<file path="src/rtl/param_mode_engine_if.sv">
// Bus bundle for param_mode_engine: command/operand inputs and registered results.
// The master drives commands and the slave (the engine) returns status and data.
interface param_mode_engine_if #(
  parameter int XW = 8,
  parameter int SW = 3
) ();
  logic [XW-1:0] x;
  logic [1:0]    on;
  logic          start;
  logic [XW-1:0] y;
  logic [SW-1:0] s;
  logic          b;
  logic [1:0]    regime;
  logic          active;
  logic          done;

  modport master (
    output x, on, start,
    input  y, s, b, regime, active, done
  );

  modport slave (
    input  x, on, start,
    output y, s, b, regime, active, done
  );
endinterface

</file>
<file path="src/rtl/param_mode_engine.sv">
// Mode engine: ENUM sweeps s through a full cycle, COUNT steps s down with a carry into y,
// and UPDATE loads y from x and then subtracts s from it UPD_STEPS times.
module param_mode_engine #(
  parameter int XW        = 8,
  parameter int SW        = 3,
  parameter int UPD_STEPS = 1
) (
  input logic            clk,
  input logic            rst,
  param_mode_engine_if.slave bus
);

  typedef enum logic [2:0] {
    ST_OFF      = 3'd0,
    ST_ENUM_ARM = 3'd1,
    ST_ENUM_RUN = 3'd2,
    ST_COUNT    = 3'd3,
    ST_UPD_LOAD = 3'd4,
    ST_UPD_SUB  = 3'd5
  } state_t;

  localparam logic [SW-1:0] S_MAX   = {SW{1'b1}};
  localparam logic [7:0]    UPD_CNT = 8'(UPD_STEPS);

  state_t        state_r, next_s;
  logic [XW-1:0] y_r, y_nxt_s;
  logic [SW-1:0] s_r, s_nxt_s;
  logic [7:0]    cnt_r, cnt_nxt_s;
  logic          b_r, b_nxt_s;
  logic [1:0]    regime_r;
  logic          done_r;

  function automatic logic [1:0] regime_of(input state_t st);
    logic [1:0] r;
    case (st)
      ST_ENUM_ARM, ST_ENUM_RUN: r = 2'd1;
      ST_COUNT:                 r = 2'd2;
      ST_UPD_LOAD, ST_UPD_SUB:  r = 2'd3;
      default:                  r = 2'd0;
    endcase
    return r;
  endfunction

  // Next-state and next-data decode; b is a pulse so it defaults low every edge.
  always_comb begin
    next_s    = state_r;
    y_nxt_s   = y_r;
    s_nxt_s   = s_r;
    cnt_nxt_s = cnt_r;
    b_nxt_s   = 1'b0;
    case (state_r)
      ST_OFF: begin
        case (bus.on)
          2'd1:    next_s = ST_ENUM_ARM;
          2'd2:    next_s = ST_COUNT;
          2'd3:    next_s = ST_UPD_LOAD;
          default: next_s = ST_OFF;
        endcase
      end
      ST_ENUM_ARM: begin
        if (bus.start) begin
          s_nxt_s = {SW{1'b0}};
          next_s  = ST_ENUM_RUN;
        end else begin
          next_s  = ST_ENUM_ARM;
        end
      end
      ST_ENUM_RUN: begin
        s_nxt_s = s_r + {{(SW-1){1'b0}}, 1'b1};
        if (s_r == S_MAX) begin
          y_nxt_s = y_r + {{(XW-1){1'b0}}, 1'b1};
          b_nxt_s = 1'b1;
          next_s  = ST_OFF;
        end else begin
          next_s  = ST_ENUM_RUN;
        end
      end
      ST_COUNT: begin
        if (!bus.start) begin
          next_s = ST_OFF;
        end else begin
          s_nxt_s = s_r - {{(SW-1){1'b0}}, 1'b1};
          // Borrow out of s carries into y.
          if (s_r == {SW{1'b0}}) begin
            y_nxt_s = y_r + {{(XW-1){1'b0}}, 1'b1};
            b_nxt_s = 1'b1;
          end else begin
            b_nxt_s = 1'b0;
          end
        end
      end
      ST_UPD_LOAD: begin
        y_nxt_s   = bus.x;
        cnt_nxt_s = UPD_CNT;
        next_s    = ST_UPD_SUB;
      end
      ST_UPD_SUB: begin
        y_nxt_s   = y_r - XW'(s_r);
        s_nxt_s   = s_r - {{(SW-1){1'b0}}, 1'b1};
        cnt_nxt_s = cnt_r - 8'd1;
        if (cnt_r <= 8'd1) begin
          next_s = ST_OFF;
        end else begin
          next_s = ST_UPD_SUB;
        end
      end
      default: begin
        next_s = ST_OFF;
      end
    endcase
  end

  // State and data registers; reset aborts any mode immediately.
  always_ff @(posedge clk or negedge rst) begin
    if (!rst) begin
      state_r  <= ST_OFF;
      y_r      <= {XW{1'b0}};
      s_r      <= {SW{1'b0}};
      cnt_r    <= 8'd0;
      b_r      <= 1'b0;
      regime_r <= 2'd0;
      done_r   <= 1'b0;
    end else begin
      state_r  <= next_s;
      y_r      <= y_nxt_s;
      s_r      <= s_nxt_s;
      cnt_r    <= cnt_nxt_s;
      b_r      <= b_nxt_s;
      regime_r <= regime_of(next_s);
      done_r   <= (state_r != ST_OFF) && (next_s == ST_OFF);
    end
  end

  assign bus.y      = y_r;
  assign bus.s      = s_r;
  assign bus.b      = b_r;
  assign bus.regime = regime_r;
  assign bus.active = (regime_r == 2'd0);
  assign bus.done   = done_r;

endmodule

</file>
<file path="src/flat_wrapper.sv">
// flat-port wrapper written by rule: the top's interface ports become plain ports
module param_mode_engine_flat 
#(
  parameter int XW        = 8,
  parameter int SW        = 3,
  parameter int UPD_STEPS = 1
)
  (clk, rst, bus_x, bus_on, bus_start, bus_y, bus_s, bus_b, bus_regime, bus_active, bus_done);
  param_mode_engine_if #(.XW(XW), .SW(SW)) bus_i ();
  input logic clk;
  input logic rst;
  input wire logic [$bits(bus_i.x)-1:0] bus_x;
  input wire logic [$bits(bus_i.on)-1:0] bus_on;
  input wire logic [$bits(bus_i.start)-1:0] bus_start;
  output wire logic [$bits(bus_i.y)-1:0] bus_y;
  output wire logic [$bits(bus_i.s)-1:0] bus_s;
  output wire logic [$bits(bus_i.b)-1:0] bus_b;
  output wire logic [$bits(bus_i.regime)-1:0] bus_regime;
  output wire logic [$bits(bus_i.active)-1:0] bus_active;
  output wire logic [$bits(bus_i.done)-1:0] bus_done;
  assign bus_i.x = bus_x;
  assign bus_i.on = bus_on;
  assign bus_i.start = bus_start;
  assign bus_y = bus_i.y;
  assign bus_s = bus_i.s;
  assign bus_b = bus_i.b;
  assign bus_regime = bus_i.regime;
  assign bus_active = bus_i.active;
  assign bus_done = bus_i.done;
  param_mode_engine #(.XW(XW), .SW(SW), .UPD_STEPS(UPD_STEPS)) u_core (.clk(clk), .rst(rst), .bus(bus_i));
endmodule
</file>
<file path="config.mk">
export PLATFORM = sky130hd
export DESIGN_NAME = param_mode_engine_flat
export DESIGN_NICKNAME = d
export VERILOG_FILES = /design/src/rtl/param_mode_engine_if.sv /design/src/rtl/param_mode_engine.sv /design/src/flat_wrapper.sv
export SDC_FILE = /design/constraint.sdc
export NUM_CORES = 1
export LEC_CHECK = 0
export CORE_ASPECT_RATIO = 1.4
export CORE_UTILIZATION = 50
export CTS_BUF_LIST = sky130_fd_sc_hd__clkbuf_4 sky130_fd_sc_hd__clkbuf_8
export DETAILED_ROUTE_END_ITERATION = 8
export PLACE_DENSITY = 0.75
export SLEW_MARGIN = 20
export SYNTH_ARGS = -nofsm -noshare
export SYNTH_HDL_FRONTEND = slang
export SYNTH_SLANG_ARGS = --single-unit
export TNS_END_PERCENT = 10
</file>
<file path="constraint.sdc">
create_clock -name clk -period 2.8 [get_ports clk]
set_clock_uncertainty 0.05 [all_clocks]
set_input_delay 0.28 -clock clk [delete_from_list [all_inputs] [get_ports clk]]
set_output_delay 0.28 -clock clk [all_outputs]
set_load 0.1 [all_outputs]
</file>
### Word-level counts from Yosys, hierarchy flattened

Index checks and enable logic that the tools add are counted.
W data, S select, Z words.

* bits in registers: 26
* logic and storage cells: 63
* bits of input ports: 13

* equality and inequality tests: 18
* muxes and demuxes: 19
* add/subtract/negate cells: 5
* magnitude comparators: 1
* reductions and logical operators: 13

Operators with widths (number)
* $pmux W8 S4: 1
* $mux W8: 3
* $pmux W3 S6: 1
* $pmux W8 S2: 1
* $eq A3 B3 Y1 const B: 5
* $eq A3 B2 Y1 const B: 4
* $mux W3: 4
* $pmux W3 S4: 1
* $logic_not A3 Y1: 3
* $pmux W3 S3: 1
* $add A8 B1 Y8 const B: 1
* $le A8 B1 Y1 const B: 1
* $reduce_bool A4 Y1: 2
* $sub A8 B1 Y8 const B: 1
* $sub A8 B3 Y8: 1
* $eq A3 B1 Y1 const B: 2
* $pmux W2 S3: 1
* $eq A2 B2 Y1 const B: 2
* $mux W2: 2
* $ne A2 B1 Y1 const B: 2
* $ne A2 B2 Y1 const B: 2
* $reduce_and A4 Y1: 1
* $reduce_or A2 Y1: 2
* $add A3 B1 Y3 const B: 1
* 9 further kinds: 11

### Longest topological paths before layout

* depth in word-level cells: 6
* depth in mapped cells: 12
* depth with buffers taken out: 12

### Least setup slack after synthesis

No wires, ideal clock.

* path type: register to register
* start point: register u_core.s_r[0] (netlist: u_core.bus.s[0])
* end point: register u_core.y_r[6] (netlist: u_core.bus.y[6])
* period minus slack after synthesis: 2733 ps
* arrival time: 2601 ps
* cell stages (with the launch flop): 9
* buffers on the path: 0
* library setup time: 82 ps
* setup slack: 67 ps
* cell sequence: dfrtp_1 nand2b_1 ha_1 inv_1 fa_1 a21oi_1 o21ai_0 o41a_1 a31oi_1

* word-level cells in the longest chain between the ends: 3
* elaborated cells on any way between the ends: 7

RTL lines
* start, declared: line param_mode_engine.sv:27 `logic [SW-1:0] s_r, s_nxt_s;`
* start signal, assigned: line param_mode_engine.sv:118 `s_r <= {SW{1'b0}};`
* start signal, assigned: line param_mode_engine.sv:126 `s_r <= s_nxt_s;`
* parallel branches: the longest is 3 deep, another holds $sub A8 B3 Y8
* end signal, assigned: line param_mode_engine.sv:117 `y_r <= {XW{1'b0}};`
* end signal, assigned: line param_mode_engine.sv:125 `y_r <= y_nxt_s;`
* end, declared: line param_mode_engine.sv:26 `logic [XW-1:0] y_r, y_nxt_s;`

Several ways; the timed one is not identified.
A chain may end at the register's enable or synchronous reset.

### Final worst setup path

* start point: register u_core.state_r[2]
* end point: register u_core.y_r[6] (netlist: u_core.bus.y[6])

* word-level cells in the longest chain between the ends: 3
* elaborated cells on any way between the ends: 10

RTL lines
* start, declared: line param_mode_engine.sv:25 `state_t state_r, next_s;`
* start signal, assigned: line param_mode_engine.sv:124 `state_r <= next_s;`
* $eq A3 B2 Y1 or $eq A3 B3 Y1 (tied branches): line param_mode_engine.sv:51 `case (state_r)`
* $ne A2 B1 Y1 (no source line) (tied with other cells)
* $reduce_and A4 Y1 (no source line)

Parallel ways exist; a longest one is shown, timed or not.

==> reports/metrics.cfg <==
[outcome]
status = completed

[yosys]
synth_cell_types = 52
synth_edf_count = 0
ys_async_sr_fraction_pct = 100.0
synth.area.top_cells = dfrtp_1 34%, ha_1 9.3%, nand2_1 5.2%
ys.warnings.count = 0
syn_area_per_cell_um2 = 8.758
synth.largest_area_cell = dfrtp_1
synth-main-ff-cell = dfrtp_1
synth_area_um2 = 1892
yosysSeqAreaShare_pct = 34.39
synth_fp_nets = 245
ys_ff_latch = 26
netlist_instances = 216
yosysTopAreaCellShare_pct = 34.39

[global_routing]
grtUsageTotal_pct = 22.32
grt_max_degree = 27
grt_pass1_wl_um = 6555
first_global_vias = 1443
grt.busiest_layer = met2
grt_use_met3_pct = 3.030
antenna_found_initial = 0
grt_overflow = 0
grt_util_met2_pct = 38.00
use_met1_pct = 27.22

[clock_tree]
cts_tree = yes
cts_made_buffers = 3
holdBufCountCts = 0
cts_max_level = 1
clk_pin_slew_ps = 90
cts_resized = 0
postCtsSetupBuffers = 0
cts_buffer_depth = 2
cts.sink_count = 26
clk_latency_ps = 270
cts_root_buf = clkbuf_8

[flow_run]
cap_violations = 0

[setup_path]
required_ps = 2950
cp_top_family = compound AO/OA/AOI/OAI gates
reg2regPathDepth = 11
crit_slowest_cell = fa_1
cp_cell_sequence = and2b_1 > nand2_2 > inv_2 > nand2b_1 > ha_1 > inv_1 > fa_1 > a21oi_1 > o21ai_0 > o41a_1 > a31oi_1
path_class = reg2reg
crit_arrival_ps = 2710
cp_slowest_stage_delay_ps = 410
cp-start-kind = flop
end_kind = flop
path_buf_inv = 2
critPathMaxFanout = 10
worst-path-stages = 11

[die]
core_area_um2 = 3643
dieWidth_um = 53.99
dieArea_um2 = 4037
rows = 26
io_pins = 29
initial_core_util_pct = 51.92
fp.dieH_um = 74.78

[routing]
first_pass_iters = 4
postRouteAntennaNets = 0
drt_iter0_drc = 23
vias = 1639
wire_per_inst_um = 14.31
via_per_inst = 5.691
drt-total-wl_um = 4120
drc = 0

[sta]
setup_viol = 0
period_needed_ps = 2556
rsz0062_at_grt = false
drv_slew = 0
timing.fmax_mhz = 391.3
period_share_pct = 91.27
worst_pin_slew_ps = 369.0
hold_violations = 0
slew_headroom_pct = 75.40
setup_tns_ps = 0

[placement]
port_buffers = 28
hpwl_um = 3123
gp_congestion = 0.9485

[final_layout]
mostFrequentLayoutCells = 26 x nand2_1, 26 x dfrtp_1, 24 x buf_4
nFillCells = 353
drive_gt1_share_pct = 15.04
syn_to_final_growth_pct = 17.66
n_antenna_cell = 0
nets = 277

[hold_path]
hold_class = in2async

kinds of logic after synthesis:
logic type               share of synthesized area [%]
multiplexers                                     5.092
buffers and inverters                            5.357
AND/OR/NAND/NOR                                  20.70
XOR/XNOR                                         3.241
adder cells (fa/ha/maj)                          11.38
AO/OA/AOI/OAI                                    19.84
flip-flops                                       34.39
worst reg2reg max path, cell delays in order (launching register included):
cell and delay, ps:
dfrtp_1 380, and2b_1 200, nand2_2 180, inv_2 130, nand2b_1 100, ha_1 150, inv_1 50, fa_1 410
a21oi_1 140, o21ai_0 150, o41a_1 400, a31oi_1 160
path summary, 6_finish.rpt:
path	startpoint	end	slack (ps)
max in group asynchronous	rst	u_core.cnt_r[1]$_DFFE_PN0P_	2120
min	rst	u_core.state_r[2]$_DFF_PN0_	320
min in group clk	u_core.cnt_r[4]$_DFFE_PN0P_	u_core.cnt_r[4]$_DFFE_PN0P_	470
min reg2reg	u_core.cnt_r[4]$_DFFE_PN0P_	u_core.cnt_r[4]$_DFFE_PN0P_	470
max reg2reg	u_core.state_r[2]$_DFF_PN0_	u_core.bus.y[6]$_DFFE_PN0P_	240
max	u_core.state_r[2]$_DFF_PN0_	u_core.bus.y[6]$_DFFE_PN0P_	240
layout make-up:
class	count	area, µm²	share of cell area [%]
Timing Repair Buffer	36	300.3	13.49
Sequential cell	26	650.6	29.23
Clock buffer	3	41.29	1.855
Multi-Input combinational cell	170	1140	51.21
Inverter	11	41.29	1.855
Tap cell	42	52.55	2.361
cells in the mapped netlist (3+ instances only):
master,count
a21oi_1,18
nor3_1,7
nand3_1,3
ha_1,14
mux2i_1,4
o21ai_0,16
xnor2_1,4
buf_4,4
mux2_2,3
inv_1,9
nand2_1,26
nand2b_1,4
xor2_1,3
o22ai_1,4
nor2_1,20
nor2b_1,5
a31oi_1,3
dfrtp_1,26
state kept, by name, summed over array words and instances (netlist names):
register	flops
u_core.bus.regime	2
u_core.cnt_r	8
u_core.bus.b	1
u_core.bus.s	3
u_core.bus.y	8
u_core.bus.done	1
u_core.state_r	3
layer usage:
| metal | wire (µm) | vias to the layer above | share of wire (%) |
|---|---|---|---|
| li1 | - | 836 | - |
| met1 | 1799 | 753 | 44 |
| met2 | 2071 | 40 | 50 |
| met3 | 162 | 10 | 3.9 |
| met4 | 87 | 0 | 2.1 |
| met5 | 0 | - | 0 |
metrics by stage:
| stage | instance area (µm²) | hold slack [ps] | utilization [%] | cells | worst slack [ps] |
|---|---|---|---|---|---|
| 4_1_cts | 2226 | 338.6 | 61.09 | 288 | 247.6 |
| 2_1_floorplan | 1892 | -65.59 | - | 216 | 67.19 |
| 5_1_grt | 2226 | 376.4 | 61.09 | 288 | 129.9 |
| 6_report | 2226 | 323.5 | 61.09 | 288 | 244.5 |
| 3_3_place_gp | 2185 | 447.4 | 59.96 | 285 | 328.3 |
| 3_5_place_dp | 2185 | 453.1 | 59.96 | 285 | 267.7 |
Power is left out: the tool's default activity adds up to more than one toggle a clock period on the data nets, which glitch-free logic cannot reach.
